`src/rtl/head_ptr_lookup.sv`:
```
// Head-pointer lookup stage: hashes command keys to buckets, reads the bucket head from the
// on-chip head RAM, and delivers enriched tasks to the data table with write-snoop coherence.
module head_ptr_lookup #(
  parameter int unsigned KEY_WIDTH      = 32,
  parameter int unsigned VALUE_WIDTH    = 16,
  parameter int unsigned BUCKET_WIDTH   = 8,
  parameter int unsigned HEAD_PTR_WIDTH = 8,
  parameter int unsigned RAM_LATENCY    = 2,
  parameter int unsigned OUT_DEPTH      = 4
) (
  input  logic                      clk_i,
  input  logic                      rst_i,
  input  logic [1:0]                cmd_opcode_i,
  input  logic [KEY_WIDTH-1:0]      cmd_key_i,
  input  logic [VALUE_WIDTH-1:0]    cmd_value_i,
  input  logic                      cmd_valid_i,
  output logic                      cmd_ready_o,
  output logic [1:0]                pdata_opcode_o,
  output logic [KEY_WIDTH-1:0]      pdata_key_o,
  output logic [VALUE_WIDTH-1:0]    pdata_value_o,
  output logic [BUCKET_WIDTH-1:0]   pdata_bucket_o,
  output logic [HEAD_PTR_WIDTH-1:0] pdata_head_ptr_o,
  output logic                      pdata_head_ptr_val_o,
  output logic                      pdata_valid_o,
  input  logic                      pdata_ready_i,
  input  logic [BUCKET_WIDTH-1:0]   ht_wr_addr_i,
  input  logic [HEAD_PTR_WIDTH-1:0] ht_wr_ptr_i,
  input  logic                      ht_wr_ptr_val_i,
  input  logic                      ht_wr_en_i
);

  localparam int unsigned RAM_DEPTH = 2 ** BUCKET_WIDTH;
  localparam int unsigned NCH       = (KEY_WIDTH + BUCKET_WIDTH - 1) / BUCKET_WIDTH;
  localparam int unsigned PAD_W     = NCH * BUCKET_WIDTH;
  localparam int unsigned OCC_W     = $clog2(OUT_DEPTH + 1);
  localparam int unsigned IDX_W     = (OUT_DEPTH > 1) ? $clog2(OUT_DEPTH) : 1;

  typedef struct packed {
    logic [1:0]                opcode;
    logic [KEY_WIDTH-1:0]      key;
    logic [VALUE_WIDTH-1:0]    value;
    logic [BUCKET_WIDTH-1:0]   bucket;
    logic [HEAD_PTR_WIDTH-1:0] head_ptr;
    logic                      head_val;
  } task_t;

  typedef struct packed {
    logic [HEAD_PTR_WIDTH-1:0] ptr;
    logic                      val;
  } head_t;

  function automatic task_t snoop(input task_t t, input logic en,
                                  input logic [BUCKET_WIDTH-1:0] addr,
                                  input logic [HEAD_PTR_WIDTH-1:0] ptr, input logic val);
    task_t r;
    r = t;
    if (en && (t.bucket == addr)) begin
      r.head_ptr = ptr;
      r.head_val = val;
    end
    return r;
  endfunction

  function automatic logic [IDX_W-1:0] idx_inc(input logic [IDX_W-1:0] i);
    return (i == IDX_W'(OUT_DEPTH - 1)) ? '0 : i + IDX_W'(1);
  endfunction

  head_t                   mem    [RAM_DEPTH];
  head_t                   rd_q   [RAM_LATENCY];
  task_t                   pipe_q [RAM_LATENCY];
  logic [RAM_LATENCY-1:0]  pipe_ovr;
  logic [RAM_LATENCY-1:0]  pipe_v;
  logic [RAM_LATENCY-1:0]  pipe_v_next;
  task_t                   fifo_q [OUT_DEPTH];
  task_t                   out_q;
  logic                    out_v;

  logic [PAD_W-1:0]        key_pad;
  logic [BUCKET_WIDTH-1:0] bucket_in;
  task_t                   cmd_task;
  task_t                   fifo_in;
  logic                    wr_hit_in;
  logic                    accept;
  logic                    pop;
  logic                    fifo_wr;
  logic                    load;
  logic [OCC_W-1:0]        occ;
  logic [OCC_W-1:0]        occ_next;
  logic [OCC_W-1:0]        fcnt;
  logic [OCC_W-1:0]        fcnt_next;
  logic [IDX_W-1:0]        wr_idx;
  logic [IDX_W-1:0]        rd_idx;

  always_comb begin
    key_pad   = PAD_W'(cmd_key_i);
    bucket_in = '0;
    for (int unsigned i = 0; i < NCH; i++) begin
      bucket_in = bucket_in ^ key_pad[i*BUCKET_WIDTH +: BUCKET_WIDTH];
    end
  end

  assign accept    = cmd_valid_i & cmd_ready_o;
  assign pop       = out_v & pdata_ready_i;
  assign fifo_wr   = pipe_v[RAM_LATENCY-1];
  assign load      = (fcnt != '0) && (!out_v || pop);
  assign wr_hit_in = ht_wr_en_i && (bucket_in == ht_wr_addr_i);

  // Head fields of the accepted task hold the snooped write value; pipe_ovr selects it over RAM data.
  always_comb begin
    cmd_task          = '0;
    cmd_task.opcode   = cmd_opcode_i;
    cmd_task.key      = cmd_key_i;
    cmd_task.value    = cmd_value_i;
    cmd_task.bucket   = bucket_in;
    cmd_task.head_ptr = ht_wr_ptr_i;
    cmd_task.head_val = ht_wr_ptr_val_i;
  end

  always_comb begin
    fifo_in = pipe_q[RAM_LATENCY-1];
    if (!pipe_ovr[RAM_LATENCY-1]) begin
      fifo_in.head_ptr = rd_q[RAM_LATENCY-1].ptr;
      fifo_in.head_val = rd_q[RAM_LATENCY-1].val;
    end
    fifo_in = snoop(fifo_in, ht_wr_en_i, ht_wr_addr_i, ht_wr_ptr_i, ht_wr_ptr_val_i);
  end

  always_comb begin
    pipe_v_next    = '0;
    pipe_v_next[0] = accept;
    for (int unsigned i = 1; i < RAM_LATENCY; i++) begin
      pipe_v_next[i] = pipe_v[i-1];
    end
  end

  always_comb begin
    occ_next = occ;
    if (accept && !pop)      occ_next = occ + OCC_W'(1);
    else if (!accept && pop) occ_next = occ - OCC_W'(1);
    fcnt_next = fcnt;
    if (fifo_wr && !load)      fcnt_next = fcnt + OCC_W'(1);
    else if (!fifo_wr && load) fcnt_next = fcnt - OCC_W'(1);
  end

  // Storage without reset: head RAM, read pipeline, task pipeline and FIFO array.
  always_ff @(posedge clk_i) begin
    if (ht_wr_en_i) mem[ht_wr_addr_i] <= '{ptr: ht_wr_ptr_i, val: ht_wr_ptr_val_i};
    rd_q[0]     <= mem[bucket_in];
    pipe_q[0]   <= cmd_task;
    pipe_ovr[0] <= wr_hit_in;
    for (int unsigned i = 1; i < RAM_LATENCY; i++) begin
      rd_q[i]     <= rd_q[i-1];
      pipe_q[i]   <= snoop(pipe_q[i-1], ht_wr_en_i, ht_wr_addr_i, ht_wr_ptr_i, ht_wr_ptr_val_i);
      pipe_ovr[i] <= pipe_ovr[i-1] | (ht_wr_en_i && (pipe_q[i-1].bucket == ht_wr_addr_i));
    end
    for (int unsigned i = 0; i < OUT_DEPTH; i++) begin
      fifo_q[i] <= snoop(fifo_q[i], ht_wr_en_i, ht_wr_addr_i, ht_wr_ptr_i, ht_wr_ptr_val_i);
    end
    if (fifo_wr) fifo_q[wr_idx] <= fifo_in;
  end

  always_ff @(posedge clk_i or posedge rst_i) begin
    if (rst_i) begin
      occ         <= '0;
      cmd_ready_o <= 1'b0;
      pipe_v      <= '0;
      wr_idx      <= '0;
      rd_idx      <= '0;
      fcnt        <= '0;
      out_v       <= 1'b0;
      out_q       <= '0;
    end else begin
      occ         <= occ_next;
      cmd_ready_o <= (occ_next < OCC_W'(OUT_DEPTH));
      pipe_v      <= pipe_v_next;
      fcnt        <= fcnt_next;
      if (fifo_wr) wr_idx <= idx_inc(wr_idx);
      if (load) begin
        rd_idx <= idx_inc(rd_idx);
        out_q  <= snoop(fifo_q[rd_idx], ht_wr_en_i, ht_wr_addr_i, ht_wr_ptr_i, ht_wr_ptr_val_i);
      end else begin
        out_q  <= snoop(out_q, ht_wr_en_i, ht_wr_addr_i, ht_wr_ptr_i, ht_wr_ptr_val_i);
      end
      out_v <= load | (out_v & ~pop);
    end
  end

  assign pdata_opcode_o       = out_q.opcode;
  assign pdata_key_o          = out_q.key;
  assign pdata_value_o        = out_q.value;
  assign pdata_bucket_o       = out_q.bucket;
  assign pdata_head_ptr_o     = out_q.head_ptr;
  assign pdata_head_ptr_val_o = out_q.head_val;
  assign pdata_valid_o        = out_v;

endmodule

```
`config.mk`:
```
export PLATFORM = sky130hd
export DESIGN_NAME = head_ptr_lookup
export DESIGN_NICKNAME = d
export VERILOG_FILES = /design/src/rtl/head_ptr_lookup.sv
export SDC_FILE = /design/constraint.sdc
export NUM_CORES = 2
export LEC_CHECK = 0
export BUFFER_PORTS_ARGS = -buffer_cell sky130_fd_sc_hd__buf_2
export CORE_MARGIN = 1.5
export CORE_UTILIZATION = 60
export DETAILED_ROUTE_END_ITERATION = 16
export PLACE_DENSITY = 0.82
export SLEW_MARGIN = 5
export SYNTH_ARGS = -nofsm -noshare
export SYNTH_HDL_FRONTEND = slang
export SYNTH_SLANG_ARGS = --single-unit
```
`constraint.sdc`:
```
create_clock -name clk_i -period 5.4 [get_ports clk_i]
set_clock_uncertainty 0.2 [all_clocks]
set_input_delay 0.54 -clock clk_i [delete_from_list [all_inputs] [get_ports clk_i]]
set_output_delay 0.54 -clock clk_i [all_outputs]
set_load 0.005 [all_outputs]
```
# ---- After elaboration in Yosys (flattened, before gate mapping)
# Memory sizes are Yosys's and may differ from the RTL's.
# Index checks and enable logic that the tools add are counted.
dict set report classes {
  reduce_logical 23
  add_sub_neg 6
  n_eq_ne 11
  order_cmp 1
  mux 20
  bitwise 9
  mul 0
  div_mod_pow 0
  n_shift 0
}
# operator count
set ops {}
lappend ops {{$mux W9} 10}
lappend ops {{$eq A8 B8 Y1} 9}
lappend ops {{$xor A8 B8 Y8} 3}
lappend ops {{$logic_and A1 B1 Y1} 14}
lappend ops {{$mux W3} 4}
lappend ops {{$add A3 B1 Y3 const B} 2}
lappend ops {{$sub A3 B1 Y3 const B} 2}
lappend ops {{$logic_not A1 Y1} 5}
lappend ops {{$add A2 B1 Y2 const B} 2}
lappend ops {{$eq A2 B2 Y1 const B} 2}
lappend ops {{$mux W1} 4}
lappend ops {{$mux W2} 2}
lappend ops {{$reduce_bool A2 Y1} 2}
lappend ops {{$and A1 B1 Y1} 3}
lappend ops {{$lt A3 B3 Y1 const B} 1}
lappend ops {{$reduce_bool A3 Y1} 1}
lappend ops {{$or A1 B1 Y1} 2}
lappend ops {{$logic_or A1 B1 Y1} 1}
lappend ops {{$not A1 Y1} 1}
dict set report word_totals {
  in_bits 72
  romBits 0
  memories 4
  regBits 83
  mem_bits_rw 2724
  latch_bits 0
  out_inout_bits 69
}
# name words word_bits rd rd_clocked_by_memory_dff wr line
set mem_list {}
lappend mem_list {mem 256 9 1 0 1 68} ;# head_t mem [RAM_DEPTH];
lappend mem_list {fifo_q 4 67 5 0 5 74} ;# task_t fifo_q [OUT_DEPTH];
lappend mem_list {pipe_q 2 67 2 0 2 70} ;# task_t pipe_q [RAM_LATENCY];
lappend mem_list {rd_q 2 9 2 0 2 69} ;# head_t rd_q [RAM_LATENCY];

# ---- Logic depth before layout (Yosys ltp)
dict set report depth {
  word_depth 6
  mapped_depth 12
  ltp_nobuf 10
}

# ---- Worst setup path after synthesis
# No wires, ideal clock.
dict set report synth_path {
  path_type {in2reg}
  startpoint {input port cmd_key_i[24]}
  endpoint {memory rd_q[0][0] (netlist name)}
  setup_slack_ns 1.901
  stages 11
  setup_ns 0.136
  n_path_buf 3
  arrival_ns 3.163
  cell_sequence {xnor2_1 xor2_2 buf_6 buf_6 buf_2 mux4_2 a221oi_1 mux2i_1 mux2_2 a22oi_1 o221ai_1}
}
# element line
set synth_lines {}
lappend synth_lines {{start, declared} 14} ;# input logic [KEY_WIDTH-1:0] cmd_key_i,
lappend synth_lines {{end, declared} 69}

==> out/qor.yml <==
status: "complete, no violations"
yosysWarnings: 0
grtUsageTotal_pct: 30.2
dp_hpwl_mm: 144
setup_violations: 0
vias: 54100
hold_viol_final: 0
post-route-drc-count: 0
io_pins: 141
netlist_area_sq_um: 106000
layout_commonest_cell: "edfxtp_1"
hp-class: "primary input to asynchronous set/reset pin"
cts_root_buf: "clkbuf_16"
die_h_um: 423
worstPathMaxFanout: 34
cts_made_buffers: 282
start_util_pct: 60.3
max-cap-violations: 0
min_period_ns: 4.97
num_rows: 154
fmax_mhz: 201
fin_tns_setup_ns: 0
vias_per_cell: 6.97
antenna_found_initial: 9
clockBufferDepth: 4
place_congestion: 0.856
synthCells: 4857
crit_required_ns: 5.95
worstSetupPathType: "primary input to flip-flop"
synth-seq-cells: 2807
power.total_mw: 52.4
rsz0062_at_grt: "false"
fin_crit_sh_pct: 92.0
fillers: 9775
hold_buffers: 62
cts_tree: "yes"
swShare_pct: 25.7
cts_resized: 0
ant_nets: 0
maxSlewViolCount: 0
drtPass1Iterations: 6
synth.yosys.seq_area_share_pct: 77.6
combPwrFrac_pct: 16.6
clk_latency_ns: 0.92
r2r_setup_slack_ns: 1.78
slew_headroom_pct: 7.92
endpoint_kind: "flip-flop"
h-tree-depth: 5
syn_nets: 4940
wl_per_cell_um: 34.7
grt_max_degree: 201
critPathArrivalTime_ns: 5.52
mostFrequentLayoutCells: "2572 x edfxtp_1, 643 x mux4_2, 289 x clkbuf_16"
dieArea_sq_um: 179000
nets: 5303
cts_setup_buffers: 0
p_switching_mw: 13.5
tightest_slew_ns: 1.38
worst_setup_path_start_kind: "primary input"
grt_first_pass_wirelength_mm: 390
synth.distinct_cells: 45
port_buffers: 140
p_int_mw: 38.9
drt_wl_total_mm: 269
die_w_um: 423
peakVddDrop_mv: 0.345
drive_gt1_share_pct: 26.9
syn2layout_area_growth_pct: 12.4
grt_pass1_vias: 55500
clkTransAtPathRegs_ns: 0.06
pwr-share-clk_pct: 35.3
seq_power_share_pct: 48.1
powerDensity_nw_per_um2: 439
grt_overflow: 0
syn_avg_cell_area_sq_um: 21.8
drt-initial-drc-count: 8171
coreArea_sq_um: 176000
clock-sinks: 2807
p_leak_nw: 37.9
## final timing paths
check	cells after the start	to	startpoint
min in group clk_i	1	mem[201][5]$_DFFE_PP_	ht_wr_ptr_i[4]
max reg2reg	8	pdata_head_ptr_o[3]$_DFFE_PP0P_	rd_idx[0]$_DFFE_PP0N_
min reg2reg	0	pipe_q[0][90]$_DFF_P_	pipe_q[0][23]$_DFF_P_
min	3	rd_idx[1]$_DFFE_PP0N_	rst_i
max in group asynchronous	4	pdata_key_o[24]$_DFFE_PP0N_	rst_i
max	14	rd_q[0][2]$_DFF_P_	cmd_key_i[24]
## cell families after synthesis
kind of cell / share of synthesized area, %
fa+ha+maj: 0.137
mux: 15.6
compound gates: 2.97
xor+xnor: 0.840
flops: 77.6
buf+inv: 1.26
simple gates: 1.51
## cell type report
cell class                 count  area [sq um]  share of cell area (%)
timing repair buffer         359          2920                    2.45
tap                         2340          2930                    2.46
clock buffer                 380          7700                    6.46
clock inverter               100           756                   0.634
multi-input combinational   1749         22500                    18.9
antenna                        4          10.0                 0.00840
inverter                      21          80.1                  0.0672
sequential                  2807         82400                    69.1
## sequential cells by signal (all words and copies together), names as in the netlist
| signal | count |
|---|---|
| pdata_head_ptr_val_o | 1 |
| pdata_value_o | 16 |
| wr_idx | 2 |
| pdata_head_ptr_o | 8 |
| pdata_opcode_o | 2 |
| mem | 2304 |
| pdata_valid_o | 1 |
| fifo_q | 268 |
| pipe_v | 2 |
| rd_q | 18 |
| pdata_bucket_o | 8 |
| rd_idx | 2 |
| pdata_key_o | 32 |
| pipe_ovr | 2 |
| pipe_q | 134 |
| occ | 3 |
| cmd_ready_o | 1 |
| fcnt | 3 |
## synthesized netlist by cell type, drive strengths merged
library cell	count	area, sq um
nand4	2	12.5
clkbuf	184	698
dfrtp	81	2030
fa	1	20.0
o21ai	17	85.1
mux2i	52	521
a221o	36	360
inv	21	78.8
and3	2	12.5
dfxtp	154	3080
o41ai	1	8.76
a221oi	72	631
a22oi	81	608
and2	3	18.8
nor3b	1	7.51
nand3	26	130
nor2b	10	62.6
o211ai	1	7.51
xnor2	47	419
or2	2	12.5
ha	10	125
nor3	2	10.0
nor2	278	1040
mux4	643	14500
nand2	51	191
a311o	1	10.0
a211oi	1	7.51
mux2	142	1600
xor2	53	472
nor4	10	68.8
a21oi	82	410
edfxtp	2572	77200
buf	96	562
a22o	108	946
and4	1	8.76
nand2b	4	25.0
o221ai	9	78.8
## through the flow
stage / hold slack (ns) / area [sq um] / setup WS (ns) / std cells / utilization (%)
final: 0.0387 / 119000 / 0.430 / 7760 / 67.8
after global routing: 0.0403 / 119000 / 0.408 / 7760 / 67.8
after CTS: 0.000433 / 119000 / 0.530 / 7756 / 67.8
after detailed placement: 0.112 / 110000 / 0.163 / 7214 / 62.6
after global placement: 0.111 / 110000 / 0.154 / 7214 / 62.6
after floorplan: 0.110 / 106000 / 1.90 / 4857 / -
## routing by layer
metal | track usage, % | wire length (um) | part of all wire (%) | vias up
met5 | 0 | 138 | 0.051 | -
met4 | 14.2 | 14800 | 5.5 | 18
met3 | 7.45 | 32500 | 12 | 846
met2 | 48.0 | 130000 | 48 | 4411
met1 | 39.7 | 91800 | 34 | 27900
li1 | - | - | - | 21000
## power groups by stage
stage | logic [mW] | clock network, mW | registers (mW)
2_1_floorplan | 5.43 | 0 | 25.3
3_3_place_gp | 8.10 | 0 | 25.5
3_5_place_dp | 8.30 | 0 | 25.6
4_1_cts | 8.59 | 18.6 | 25.2
5_1_grt | 9.01 | 19.3 | 25.2
6_report | 8.70 | 18.5 | 25.2
## worst max-delay path, cell delays in order
cell and delay, ns:
dlygate4sd3_1 0.53, buf_2 0.13, xnor2_1 0.48, xor2_4 0.77
buf_12 0.25, buf_12 0.29, mux4_2 0.55, a22o_1 0.28
a221oi_1 0.51, mux2i_1 0.18, mux2_2 0.31, a22oi_1 0.29
buf_4 0.20, o221ai_1 0.14
Power figures use the tool's default switching activity.
